===== config.mk =====
export PLATFORM = sky130hd
export DESIGN_NAME = multicycle_ctrl
export DESIGN_NICKNAME = d
export VERILOG_FILES = /design/src/rtl/cpu_ctrl_pkg.sv /design/src/rtl/ctrl_decode.sv /design/src/rtl/multicycle_ctrl.sv
export SDC_FILE = /design/constraint.sdc
export NUM_CORES = 1
export LEC_CHECK = 0
export BUFFER_PORTS_ARGS = -buffer_cell sky130_fd_sc_hd__buf_2
export CAP_MARGIN = 20
export CORE_UTILIZATION = 44
export DETAILED_ROUTE_END_ITERATION = 10
export GPL_ROUTABILITY_DRIVEN = 0
export HOLD_SLACK_MARGIN = 0.03
export PLACE_DENSITY = 0.81
export SETUP_SLACK_MARGIN = 0.1
export SLEW_MARGIN = 10
export SYNTH_ARGS = -nofsm -noshare
export SYNTH_HDL_FRONTEND = slang
export SYNTH_HIERARCHICAL = 1
export SYNTH_SLANG_ARGS = --single-unit

===== constraint.sdc =====
create_clock -name clk -period 3.6 [get_ports clk]
set_input_delay 0.72 -clock clk [delete_from_list [all_inputs] [get_ports clk]]
set_output_delay 0.72 -clock clk [all_outputs]
set_load 0.1 [all_outputs]

===== src/rtl/cpu_ctrl_pkg.sv =====
// Shared definitions for the multi-cycle control sequencer: opcode/funct
// encodings, ALU and PC operation codes, FSM states, trap causes and the
// instruction classes produced by ctrl_decode.
package cpu_ctrl_pkg;

    // Primary opcodes (instr[31:26])
    localparam logic [5:0] OP_RTYPE = 6'h00;
    localparam logic [5:0] OP_J     = 6'h02;
    localparam logic [5:0] OP_BEQ   = 6'h04;
    localparam logic [5:0] OP_BNE   = 6'h05;
    localparam logic [5:0] OP_ADDI  = 6'h08;
    localparam logic [5:0] OP_LW    = 6'h23;
    localparam logic [5:0] OP_SW    = 6'h2B;

    // R-type function codes (instr[5:0])
    localparam logic [5:0] FN_JR  = 6'h08;
    localparam logic [5:0] FN_ADD = 6'h20;
    localparam logic [5:0] FN_SUB = 6'h22;
    localparam logic [5:0] FN_AND = 6'h24;
    localparam logic [5:0] FN_OR  = 6'h25;
    localparam logic [5:0] FN_SLT = 6'h2A;

    // ALU operations
    localparam logic [3:0] ALU_ADD = 4'd0;
    localparam logic [3:0] ALU_SUB = 4'd1;
    localparam logic [3:0] ALU_AND = 4'd2;
    localparam logic [3:0] ALU_OR  = 4'd3;
    localparam logic [3:0] ALU_SLT = 4'd4;

    // Program counter operations
    localparam logic [2:0] PC_HOLD   = 3'd0;
    localparam logic [2:0] PC_INC    = 3'd1;
    localparam logic [2:0] PC_JMP    = 3'd2;
    localparam logic [2:0] PC_BRANCH = 3'd3;
    localparam logic [2:0] PC_JR     = 3'd4;

    typedef enum logic [2:0] {
        ST_FETCH,
        ST_DECODE,
        ST_EXEC,
        ST_MEM,
        ST_WB,
        ST_TRAP
    } state_e;

    typedef enum logic [1:0] {
        CAUSE_NONE    = 2'd0,
        CAUSE_ILLEGAL = 2'd1,
        CAUSE_IMEM    = 2'd2,
        CAUSE_DMEM    = 2'd3
    } cause_e;

    typedef enum logic [3:0] {
        CLS_RTYPE,
        CLS_JR,
        CLS_J,
        CLS_LW,
        CLS_SW,
        CLS_ADDI,
        CLS_BEQ,
        CLS_BNE,
        CLS_ILLEGAL
    } iclass_e;

endpackage


===== src/rtl/ctrl_decode.sv =====
// Combinational instruction classifier: latched opcode/funct to instruction
// class, ALU operation and illegal-instruction flag.
module ctrl_decode
    import cpu_ctrl_pkg::*;
(
    input  logic [5:0] opcode_i,
    input  logic [5:0] funct_i,
    output iclass_e    iclass_o,
    output logic [3:0] alu_op_o,
    output logic       illegal_o
);

    // Map opcode/funct to class and ALU op; unknown encodings stay illegal
    always_comb begin
        iclass_o = CLS_ILLEGAL;
        alu_op_o = ALU_ADD;
        case (opcode_i)
            OP_RTYPE: begin
                case (funct_i)
                    FN_ADD: begin iclass_o = CLS_RTYPE; alu_op_o = ALU_ADD; end
                    FN_SUB: begin iclass_o = CLS_RTYPE; alu_op_o = ALU_SUB; end
                    FN_AND: begin iclass_o = CLS_RTYPE; alu_op_o = ALU_AND; end
                    FN_OR:  begin iclass_o = CLS_RTYPE; alu_op_o = ALU_OR;  end
                    FN_SLT: begin iclass_o = CLS_RTYPE; alu_op_o = ALU_SLT; end
                    FN_JR:  iclass_o = CLS_JR;
                    default: ;
                endcase
            end
            OP_J:    iclass_o = CLS_J;
            OP_BEQ:  begin iclass_o = CLS_BEQ; alu_op_o = ALU_SUB; end
            OP_BNE:  begin iclass_o = CLS_BNE; alu_op_o = ALU_SUB; end
            OP_ADDI: iclass_o = CLS_ADDI;
            OP_LW:   iclass_o = CLS_LW;
            OP_SW:   iclass_o = CLS_SW;
            default: ;
        endcase
    end

    assign illegal_o = (iclass_o == CLS_ILLEGAL);

endmodule


===== src/rtl/multicycle_ctrl.sv =====
// Multi-cycle control sequencer: latches one instruction per fetch and issues
// one datapath phase per cycle (FETCH/DECODE/EXEC/MEM/WB), trapping on illegal
// opcodes and memory ready timeouts. Define MULTICYCLE_CTRL_PERF_EN to build
// the cycle / retired-instruction performance counters.
module multicycle_ctrl
    import cpu_ctrl_pkg::*;
#(
    parameter int unsigned WAIT_MAX = 15,
    parameter int unsigned WAIT_W   = 4
) (
    input  logic        clk,
    input  logic        rst,
    input  logic [31:0] instr,
    input  logic        imem_ready,
    input  logic        dmem_ready,
    input  logic        alu_eflags_zf,
    output logic        ir_wren,
    output logic        imem_req,
    output logic        dmem_req,
    output logic        signal_data_mem_wren,
    output logic        signal_reg_file_wren,
    output logic        signal_reg_file_dmux_sel,
    output logic        signal_reg_file_rmux_sel,
    output logic        signal_alu_mux_sel,
    output logic [3:0]  signal_alu_control,
    output logic [2:0]  signal_pc_control,
    output logic        trap,
    output logic [1:0]  trap_cause,
    output logic [31:0] perf_cycles,
    output logic [31:0] perf_retired
);

    state_e            state_q, state_d;
    cause_e            cause_q, cause_d;
    logic [WAIT_W-1:0] wait_q, wait_d;
    logic [5:0]        op_q, op_d;
    logic [5:0]        funct_q, funct_d;

    iclass_e           iclass;
    logic [3:0]        alu_op;
    logic              illegal;
    logic              wait_hit;
    logic              is_mem_op;
    logic              instr_unused;

    assign instr_unused = ^instr[25:6];

    ctrl_decode u_decode (
        .opcode_i  (op_q),
        .funct_i   (funct_q),
        .iclass_o  (iclass),
        .alu_op_o  (alu_op),
        .illegal_o (illegal)
    );

    // The request that is pending this cycle is its WAIT_MAX-th unanswered one
    assign wait_hit  = (wait_q == WAIT_W'(WAIT_MAX - 1));
    assign is_mem_op = (iclass == CLS_LW) || (iclass == CLS_SW) || (iclass == CLS_ADDI);

    // State register plus latched instruction fields, wait counter and cause
    always_ff @(posedge clk or posedge rst) begin
        if (rst) begin
            state_q <= ST_FETCH;
            cause_q <= CAUSE_NONE;
            wait_q  <= '0;
            op_q    <= '0;
            funct_q <= '0;
        end else begin
            state_q <= state_d;
            cause_q <= cause_d;
            wait_q  <= wait_d;
            op_q    <= op_d;
            funct_q <= funct_d;
        end
    end

    // Next-state logic; wait counter defaults to 0 so it is clear on entry to FETCH/MEM
    always_comb begin
        state_d = state_q;
        cause_d = cause_q;
        wait_d  = '0;
        op_d    = op_q;
        funct_d = funct_q;
        case (state_q)
            ST_FETCH: begin
                if (imem_ready) begin
                    op_d    = instr[31:26];
                    funct_d = instr[5:0];
                    state_d = ST_DECODE;
                end else if (wait_hit) begin
                    state_d = ST_TRAP;
                    cause_d = CAUSE_IMEM;
                end else begin
                    wait_d = wait_q + WAIT_W'(1);
                end
            end
            ST_DECODE: begin
                if (illegal) begin
                    state_d = ST_TRAP;
                    cause_d = CAUSE_ILLEGAL;
                end else if (iclass == CLS_J || iclass == CLS_JR) begin
                    state_d = ST_FETCH;
                end else begin
                    state_d = ST_EXEC;
                end
            end
            ST_EXEC: begin
                case (iclass)
                    CLS_BEQ, CLS_BNE: state_d = ST_FETCH;
                    CLS_LW, CLS_SW:   state_d = ST_MEM;
                    default:          state_d = ST_WB;
                endcase
            end
            ST_MEM: begin
                if (dmem_ready) begin
                    state_d = (iclass == CLS_LW) ? ST_WB : ST_FETCH;
                end else if (wait_hit) begin
                    state_d = ST_TRAP;
                    cause_d = CAUSE_DMEM;
                end else begin
                    wait_d = wait_q + WAIT_W'(1);
                end
            end
            ST_WB:   state_d = ST_FETCH;
            ST_TRAP: state_d = ST_TRAP;
            default: state_d = ST_FETCH;
        endcase
    end

    // Datapath controls decoded from the state; everything forced low during reset
    always_comb begin
        ir_wren                  = 1'b0;
        imem_req                 = 1'b0;
        dmem_req                 = 1'b0;
        signal_data_mem_wren     = 1'b0;
        signal_reg_file_wren     = 1'b0;
        signal_reg_file_dmux_sel = 1'b0;
        signal_reg_file_rmux_sel = 1'b0;
        signal_alu_mux_sel       = 1'b0;
        signal_alu_control       = ALU_ADD;
        signal_pc_control        = PC_HOLD;
        trap                     = 1'b0;
        trap_cause               = CAUSE_NONE;
        if (!rst) begin
            case (state_q)
                ST_FETCH: begin
                    imem_req = 1'b1;
                    ir_wren  = imem_ready;
                end
                ST_DECODE: begin
                    if (iclass == CLS_J)  signal_pc_control = PC_JMP;
                    if (iclass == CLS_JR) signal_pc_control = PC_JR;
                end
                ST_EXEC: begin
                    signal_alu_control = alu_op;
                    signal_alu_mux_sel = is_mem_op;
                    if (iclass == CLS_BEQ)
                        signal_pc_control = alu_eflags_zf ? PC_BRANCH : PC_INC;
                    if (iclass == CLS_BNE)
                        signal_pc_control = alu_eflags_zf ? PC_INC : PC_BRANCH;
                end
                ST_MEM: begin
                    dmem_req             = 1'b1;
                    signal_data_mem_wren = (iclass == CLS_SW);
                    signal_alu_control   = alu_op;
                    signal_alu_mux_sel   = is_mem_op;
                    if (dmem_ready && iclass == CLS_SW) signal_pc_control = PC_INC;
                end
                ST_WB: begin
                    // ALU controls stay on so the ALU result remains valid as write data
                    signal_alu_control       = alu_op;
                    signal_alu_mux_sel       = is_mem_op;
                    signal_reg_file_wren     = 1'b1;
                    signal_reg_file_dmux_sel = (iclass == CLS_LW);
                    signal_reg_file_rmux_sel = (iclass == CLS_RTYPE);
                    signal_pc_control        = PC_INC;
                end
                ST_TRAP: begin
                    trap       = 1'b1;
                    trap_cause = cause_q;
                end
                default: ;
            endcase
        end
    end

`ifdef MULTICYCLE_CTRL_PERF_EN
    logic [31:0] cycles_q, cycles_d;
    logic [31:0] retired_q, retired_d;

    assign cycles_d  = (state_q != ST_TRAP) ? cycles_q + 32'd1 : cycles_q;
    assign retired_d = (signal_pc_control != PC_HOLD) ? retired_q + 32'd1 : retired_q;

    // Free-running performance counters, wrapping at 2^32
    always_ff @(posedge clk or posedge rst) begin
        if (rst) begin
            cycles_q  <= '0;
            retired_q <= '0;
        end else begin
            cycles_q  <= cycles_d;
            retired_q <= retired_d;
        end
    end

    assign perf_cycles  = cycles_q;
    assign perf_retired = retired_q;
`else
    assign perf_cycles  = '0;
    assign perf_retired = '0;
`endif

endmodule


Word-level counts from Yosys, hierarchy flattened
Index checks and enable logic that the tools add are counted.
W data, S select, Z words.
{"block": "word_totals", "regBits": 21}
{"block": "classes", "addsub": 1, "n_reduce_logical": 15, "n_eq_ne": 31, "muxes": 53}
{"operator": "$eq A6 B6 Y1 const B", "count": 7}
{"operator": "$pmux W4 S7", "count": 1}
{"operator": "$mux W2", "count": 12}
{"operator": "$mux W3", "count": 8}
{"operator": "$pmux W3 S4", "count": 2}
{"operator": "$pmux W4 S2", "count": 3}
{"operator": "$mux W4", "count": 5}
{"operator": "$mux W1", "count": 19}
{"operator": "$eq A4 B3 Y1 const B", "count": 4}
{"operator": "$pmux W3 S5", "count": 1}
{"operator": "$eq A6 B3 Y1 const B", "count": 2}
{"operator": "$eq A6 B4 Y1 const B", "count": 2}
{"operator": "$ne A2 B2 Y1 const B", "count": 5}
{"operator": "$eq A4 B2 Y1 const B", "count": 2}
{"operator": "$eq A4 B4 Y1 const B", "count": 2}
{"operator": "$eq A3 B2 Y1 const B", "count": 2}
{"operator": "$eq A3 B3 Y1 const B", "count": 2}
{"operator": "$eq A6 B2 Y1 const B", "count": 1}
{"operator": "$logic_not A6 Y1", "count": 1}
{"operator": "$pmux W2 S3", "count": 1}
{"operator": "$pmux W3 S2", "count": 1}
{"operator": "$reduce_and A6 Y1", "count": 1}
{"operator": "$reduce_or A2 Y1", "count": 3}
{"operator": "$reduce_or A5 Y1", "count": 1}
{"operator": "10 further kinds", "count": 12}

Logic depth before layout (Yosys ltp)
{"block": "depth", "depth_word": 9, "depth_mapped": 9, "mapped_depth_nobuf": 8}

Cells and area by module
The synthesis kept the hierarchy.
{"mod": "multicycle_ctrl", "n_inst": 1, "cells_each": 198, "area_each_um2": 1744.2}
{"mod": "ctrl_decode", "n_inst": 1, "cells_each": 44, "area_each_um2": 294.0}

Least setup slack after synthesis
OpenSTA, ideal clock, no wires.
{"block": "synth_timing", "path_kind": "input to output", "startpoint": "input port rst", "endpoint": "output port signal_reg_file_rmux_sel", "path_buffers": 1, "slack_ps": -1620, "path_stages": 5, "arrival_ps": 4500, "cell_sequence": "clkbuf_1 -> nand2b_1 -> nor3_2 -> nand2_1 -> nor3_1"}
{"block": "synth_via", "elab_chain_len": 1}
{"element": "start, declared", "line_no": "multicycle_ctrl.sv:12", "rtl": "input logic rst,"}
{"element": "$mux W1", "line_no": "multicycle_ctrl.sv:144", "rtl": "if (!rst) begin"}
{"element": "end, declared", "line_no": "multicycle_ctrl.sv:23", "rtl": "output logic signal_reg_file_rmux_sel,"}
Every way passes these cells.

Worst setup path in the final report
{"block": "layout_timing", "startpoint": "register funct_q[3]", "endpoint": "output port signal_pc_control[0]"}
{"block": "layout_via", "elab_chain_len": 9, "elab_cells_between_ends": 20, "classes_between": "eq/ne: 10; mux: 8; reduce/logical: 2"}
{"element": "start, declared", "line_no": "multicycle_ctrl.sv:37", "rtl": "logic [5:0] funct_q, funct_d;"}
{"element": "start signal, assigned", "line_no": "multicycle_ctrl.sv:73", "rtl": "funct_q <= funct_d;"}
{"element": "$eq A6 B6 Y1", "line_no": "ctrl_decode.sv:19", "rtl": "case (funct_i)"}
{"element": "$reduce_or A5 Y1 (no source line)"}
{"element": "$pmux W4 S2 (*)", "line_no": "ctrl_decode.sv:19"}
{"element": "$pmux W4 S7 (*)", "line_no": "ctrl_decode.sv:17", "rtl": "case (opcode_i)"}
{"element": "via iclass[3]", "line_no": "multicycle_ctrl.sv:39", "rtl": "iclass_e iclass;"}
{"element": "$eq A4 B3 Y1 (on tied branches)", "line_no": "multicycle_ctrl.sv:157, multicycle_ctrl.sv:167"}
{"element": "$mux W2 / $logic_and A1 B1 Y1 (equally long branches)", "line_no": "multicycle_ctrl.sv:157, multicycle_ctrl.sv:167"}
{"element": "$mux W3 / $mux W1 (equally long branches)", "line_no": "multicycle_ctrl.sv:159, multicycle_ctrl.sv:167"}
{"element": "$pmux W3 S4 (*)", "line_no": "multicycle_ctrl.sv:145", "rtl": "case (state_q)"}
{"element": "$mux W3 (*)", "line_no": "multicycle_ctrl.sv:144"}
{"element": "end, declared", "line_no": "multicycle_ctrl.sv:26", "rtl": "output logic [2:0] signal_pc_control,"}
The timed path passes the listed nets; every way through them passes the cells marked *.

==> reports/qor.txt <==
Post-synth top flop = dfrtp_1
Die area = 0.00491 mm^2
Setup Buffers After CTS = 0
Worst Path Arrival = 2.66 ns
Status = finished, final reports clean
CTS tree = yes
Synthesized flop and latch total = 21
Clock group share of total power = 0.086
Pint = 0.733 mW
Max Cap Violations = 0
Post-Syn Instances = 242
Cell area after placement = 0.00209 mm^2
PwrDens = 837 mW/mm^2
Post-route ant nets = 0
YS warnings = 6
Dpl hpwl = 2860 um
Worst-Margin Slew = 0.951 ns
Row count = 24
Fin. max-slew vios = 0
Clk buf depth = 2
R2R setup slack = 1.23 ns
# diodes = 0
Avg Inst Size Synth = 8.42 um^2
Maximum VDD drop = 0.422 mV
Sw power = 1.06 mW
Worst EP required = 2.88 ns
Sequential-to-total area share from yosys stat = 0.258
Initial Util = 0.462
Min cycle time layout = 3.38 ns
Kind of critical path = flop to primary output
Worst Hold Class = flop to flop
Yosys cell types = 52
Reg2reg end = cause_q[0]
Combinational fraction of design power = 0.614
Worst Hold Launch = cause_q[0]
Core area = 0.00441 mm^2
Num CTS Buffers = 3
Syn Std Cell Area = 0.00204 mm^2
Layout cells sized above 1 = 0.228
Reg2reg path depth = 7
Vert. Die Dim = 70.1 um
Syn-to-layout area delta = 5.09%
Final instance area = 0.00214 mm^2
Grt ovf = 0
H-tree levels = 1
Relative slew slack = 0.364
Via-per-instance ratio = 4.80
Ys async rst share = 1.00
Die Width = 70.1 um
Routed WL per cell = 11.0 um
Global Route Usage Sum = 0.149
Timing-limited maximum frequency = 296 MHz
IO Pins = 119
Vias in the first global route = 1323
Port Buf Inserts = 33
Largest net degree at the start of global routing = 22
Nets@finish = 312
Initial antenna violation count = 0
First-pass GRT wire length = 5950 um
Hold buffer count at CTS = 0
Sw Ratio = 0.591
CTS clock-pin slew for the worst setup and hold paths = 0.08 ns
RSZ-0062 raised after global routing = false
Number of synthesized flops with an enable pin = 0
WHS = 0.484 ns
Critical path peak fanout = 8
Util after Layout = 0.485
DRC = 0
Drt first pass iters = 4
Hold Vio Cnt, Final = 0
Worst Setup End Kind = primary output
Setup Viol. Count Final = 0
WHS Path Cells = 1
Post-Route WL = 3580 um
Post-cts resize count = 0
Leak pwr = 1.00 nW
Clk_skew = 0.00631 ns
Crit share post-route = 0.938
Hold Path End = cause_q[0]
Root buffer cell = clkbuf_8
Vias = 1555
Clk_lat worst skew = 0.27 ns
RR Startpoint = op_q[0]
CTS Sinks = 21
DR iter-0 viols = 75
Startpoint Class = flop
Seq pwr share = 0.300
==> routing by layer <==
layer | up-vias | GRT usage | wire length (um)
li1 | 763 | - | -
met5 | - | 0 | 0
met4 | 0 | 0.0578 | 51
met2 | 70 | 0.235 | 1700
met1 | 717 | 0.203 | 1620
met3 | 5 | 0.0245 | 204
==> layout make-up <==
cell class,count,area (um^2)
clock buffer,3,41.3
clock inverter,1,5.00
fill,418,2270
inverter,7,26.3
multi-input combinational,204,1260
sequential,21,527
tap,52,65.1
timing repair buffer,36,220
==> cell usage after synthesis, drive strengths merged, types with 5 or more instances <==
library cell | instances | share of area
buf | 71 | 0.26
nor2 | 22 | 0.043
dfrtp | 21 | 0.26
mux2 | 13 | 0.072
nand2 | 13 | 0.025
a21oi | 9 | 0.024
nor3 | 8 | 0.028
o21ai | 8 | 0.020
and2 | 7 | 0.021
inv | 7 | 0.013
nor3b | 7 | 0.026
nand2b | 5 | 0.015
nand3 | 5 | 0.012
==> flip-flops by register name, indices dropped and copies added, names as in the netlist <==
name     cells
state_q      3
cause_q      2
op_q         6
wait_q       4
funct_q      6
==> power groups by stage <==
stage / sequential (mW) / clock [mW] / combinational [mW]
floorplan: 0.440 / 0 / 1.09
global placement: 0.529 / 0 / 1.08
detailed placement: 0.535 / 0 / 1.09
CTS: 0.530 / 0.159 / 1.10
global route: 0.566 / 0.169 / 1.18
finish: 0.538 / 0.154 / 1.10
==> per-stage QoR <==
stage | setup WS (ns) | TNS (ns) | total power, mW | std cells
after floorplan | -0.472 | -1.78 | 1.53 | 305
after global placement | 0.502 | 0 | 1.60 | 320
after detailed placement | 0.500 | 0 | 1.63 | 320
after CTS | 0.202 | 0 | 1.79 | 324
after global routing | 0.110 | 0 | 1.91 | 324
final | 0.221 | 0 | 1.79 | 324
==> layout by cell type (no fill, tap or decap), types with 4 or more instances in the layout <==
cell type   n
nor3b_1     5
nor2_1     17
nand2_1    12
nand3_1     5
nor2_2      4
a21oi_1     7
o21ai_0     6
a31oi_1     4
dfrtp_1    20
nand2b_1    5
nor2b_1     4
mux2_1     13
buf_2      30
and2_1      7
conb_1     65
nor3_1      4
inv_1       6
==> kinds of logic (layout without fill, tap and decap cells) <==
| kind of cell | Yosys count | count (layout) | synth area share |
|---|---|---|---|
| multiplexers | 15 | 15 | 0.0816 |
| buffers and inverters | 80 | 47 | 0.276 |
| adder cells (fa/ha/maj) | 2 | 2 | 0.0123 |
| other | 2 | 65 | 0.00368 |
| AO/OA/AOI/OAI | 35 | 35 | 0.118 |
| AND/OR/NAND/NOR | 83 | 83 | 0.233 |
| flip-flops | 21 | 21 | 0.258 |
| XOR/XNOR | 4 | 4 | 0.0172 |
==> worst max-delay path, stage by stage (launching register included) <==
cell and delay, ns:
dfrtp_1 0.47, nor3b_1 0.28, o21ai_0 0.19, a311o_2 0.49, or4b_1 0.56, a21oi_2 0.21, buf_12 0.20
==> how the worst max path moves through the flow <==
stage          slack, ns  depth (start not counted)                        to  startpoint
2_1_floorplan      -0.47                          5  signal_reg_file_rmux_sel         rst
3_3_place_gp        0.50                          7      signal_pc_control[0]     op_q[3]
3_5_place_dp        0.50                          7      signal_pc_control[0]     op_q[3]
4_1_cts             0.20                          7      signal_pc_control[0]     op_q[3]
5_1_grt             0.11                          6      signal_pc_control[0]  funct_q[3]
6_report            0.22                          6      signal_pc_control[0]  funct_q[3]
Power figures use the tool's default switching activity.
